<file path="src/rtl/cla4_bist_checker_pkg.sv">
// Shared types and widths for the 4-bit CLA built-in self-test checker.
package cla4_bist_pkg;

    localparam int OPW  = 4;
    localparam int VECW = 8;
    localparam int SUMW = 5;
    localparam int CNTW = 9;

    typedef enum logic [2:0] {
        ST_IDLE,
        ST_DRIVE,
        ST_SETTLE,
        ST_CHECK,
        ST_DONE
    } state_t;

endpackage

</file>
<file path="src/rtl/cla4_bist_checker_golden.sv">
// Reference sum for the adder under test; swap this module to retarget other widths.
module cla4_golden
    import cla4_bist_pkg::*;
(
    input  logic [OPW-1:0]  i_a,
    input  logic [OPW-1:0]  i_b,
    output logic [SUMW-1:0] o_sum
);

    assign o_sum = {1'b0, i_a} + {1'b0, i_b};

endmodule

</file>
<file path="config.mk">
export PLATFORM = sky130hd
export DESIGN_NAME = cla4_golden
export DESIGN_NICKNAME = d
export VERILOG_FILES = /design/src/rtl/cla4_bist_checker_pkg.sv /design/src/rtl/cla4_bist_checker_golden.sv
export SDC_FILE = /design/constraint.sdc
export NUM_CORES = 1
export LEC_CHECK = 0
export CORE_AREA = 2 2 39 41
export DETAILED_ROUTE_END_ITERATION = 10
export DIE_AREA = 0 0 41 43
export SLEW_MARGIN = 25
export SYNTH_ARGS = -nofsm -noshare
export SYNTH_HDL_FRONTEND = slang
export SYNTH_SLANG_ARGS = --single-unit
</file>
<file path="constraint.sdc">
create_clock -name vclk -period 2.1
set_input_delay 0.63 -clock vclk [all_inputs]
set_output_delay 0.63 -clock vclk [all_outputs]
set_load 0.005 [all_outputs]
</file>
==> results.yml <==
synth:
  synth_area_um2: 136
  ys_seq_area_share_pct: 0
  syn_inst: 16
  syn_nets: 29
  netlist-cell-type-count: 9
  synth.avg_cell_area_um2: 8.52
  yosysWarnings: 0
sta:
  timing.fmax_ghz: 0.459
  finalHoldViolCount: 0
  setup_slack_ns: -0.0783
  fin_crit_ns: 2.18
  setup_violations: 4
  slew_violations: 0
  rsz0062_at_grt: "true"
  tns_ns: -0.186
  slew_headroom_pct: 92.5
  final.period_utilization_pct: 104
  worstMarginPinSlew_ns: 0.112
hold_path:
  holdPathStages: 3
  hold_class: "input pin to output pin"
  hp-start: "i_a[0]"
  min_to: "o_sum[0]"
worst_setup_path:
  critPathSlowestCell: "dlygate4sd2_1"
  worst-endpoint-arrival_ns: 1.55
  crit_path_end_kind: "output pin"
  start_kind: "input pin"
  critPathMaxStageDelay_ns: 0.26
  cp.required_ns: 1.47
  crit_fanout: 3
  critPathKind: "input pin to output pin"
  path_cells: "dlygate4sd2_1 -> ha_4 -> nor2b_2 -> o21ai_1 -> nand2b_1 -> buf_2"
die:
  ios: 13
  coreArea_um2: 1380
  initial_core_util_pct: 9.86
  row_count: 14
  die_width_um: 41
  die_h_um: 43
  fp.dieArea_um2: 1760
grt:
  use_met2_pct: 7.50
  grt_use_total_pct: 3.70
  antenna_found_initial: 0
  grt_pass1_vias: 147
  grt_use_met1_pct: 4.13
  gr-usage-met3_pct: 0
  grt_most_used_layer: "met2"
  grt_max_degree: 4
  grt_pass1_wl_um: 503
  gr-total-overflow: 0
place:
  gp_congestion: 0.428
  hpwl_um: 233
  post-place-cells: 46
  dp_slack_ns: -0.995
  io_buffers: 13
detailed_routing:
  wire_per_inst_um: 6.54
  firstDrtPassIters: 1
  routed_wl_um: 301
  via_per_inst: 3.41
  first_iter_violations: 0
  postRouteAntennaNets: 0
  vias: 157
  drc: 0
run:
  drv_cap: 0
final_layout:
  diodes: 0
  area_growth_pct: 135
  register_area_um2: 0
  nets: 45
  most-common-layout-cells: "buf_6 (4), buf_2 (4), inv_2 (3), ha_4 (3), dlygate4sd2_1 (3)"
  finalNonFillerCells: 46
  drive_above_1_share_pct: 60.0
  design.seq.count: 0
  clock_buffer_count: 0
clock_tree:
  post_cts_buffers: 0
power_and_ir_drop:
  peakVddDrop_mv: 0.0329
  total_power_w: 0.0000744
  power_density_nw_per_um2: 232
  p_leak_nw: 0.155
outcome:
  status: "complete, but fails checks"
  violations: "setup timing"
worst max path at each step:
stage | from | to | depth (start not counted)
CTS | i_b[0] | o_sum[4] | 8
floorplan | i_a[0] | o_sum[4] | 6
global placement | i_a[0] | o_sum[4] | 8
finish | i_b[2] | o_sum[4] | 6
detailed placement | i_a[0] | o_sum[4] | 8
global route | i_b[0] | o_sum[4] | 8
where the power goes:
| group | switching (W) | leakage, nW | internal [W] | total [W] |
|---|---|---|---|---|
| registers | 0 | 0 | 0 | 0 |
| clock network | 0 | 0 | 0 | 0 |
| logic | 0.0000279 | 0.155 | 0.0000464 | 0.0000744 |
| total | 0.0000279 | 0.155 | 0.0000464 | 0.0000744 |
through the flow:
stage               cell area (um2)  utilization, %  hold WS, ns
floorplan                       136               -         1.37
global placement                294            21.2         2.32
detailed placement              294            21.2         2.32
CTS                             309            22.3         1.74
global route                    320            23.1         1.56
finish                          320            23.1         1.54
critical path, delay by kind of cell:
kind | cells | cell delay (ns)
compound gates | 1 | 0.11
simple gates | 2 | 0.20
buf+inv | 2 | 0.38
fa+ha+maj | 1 | 0.23
synth_stat cells:
master    number  area, um2
nor2b_1        1       6.26
o21ai_0        1       5.00
a21oi_2        1       8.76
ha_1           4       50.1
fa_1           1       20.0
nand2b_1       1       6.26
inv_1          4       15.0
a21o_1         1       7.51
xnor2_1        2       17.5
per-layer routing:
layer / share of wire, % / wire, um / vias up
met1: 31 / 94 / 71
met5: 0 / 0 / -
met4: 0 / 0 / 0
met2: 53 / 161 / 7
li1: - / - / 79
met3: 15 / 45 / 0
cell type report:
class	instances	area (um2)
fill	157	1060
tap	16	20.0
multi-input combinational	12	164
inverter	4	15.0
timing repair buffer	14	121
cell families (layout without fill, tap and decap cells):
group	after synthesis	count (layout)	synth area share, %
adder cells (fa/ha/maj)	5	5	51.4
AO/OA/AOI/OAI	3	3	15.6
XOR/XNOR	2	2	12.8
buffers and inverters	4	18	11.0
AND/OR/NAND/NOR	2	2	9.18
repair_timing:
item | CTS | global route
pin swaps | 9 | 2
hold buffers | 0 | 0
setup endpoints to repair | 5 | 5
gates resized for setup | 46 | 4
hold endpoints to repair | 0 | 0
No activity file was read; power rests on OpenSTA's default activity.
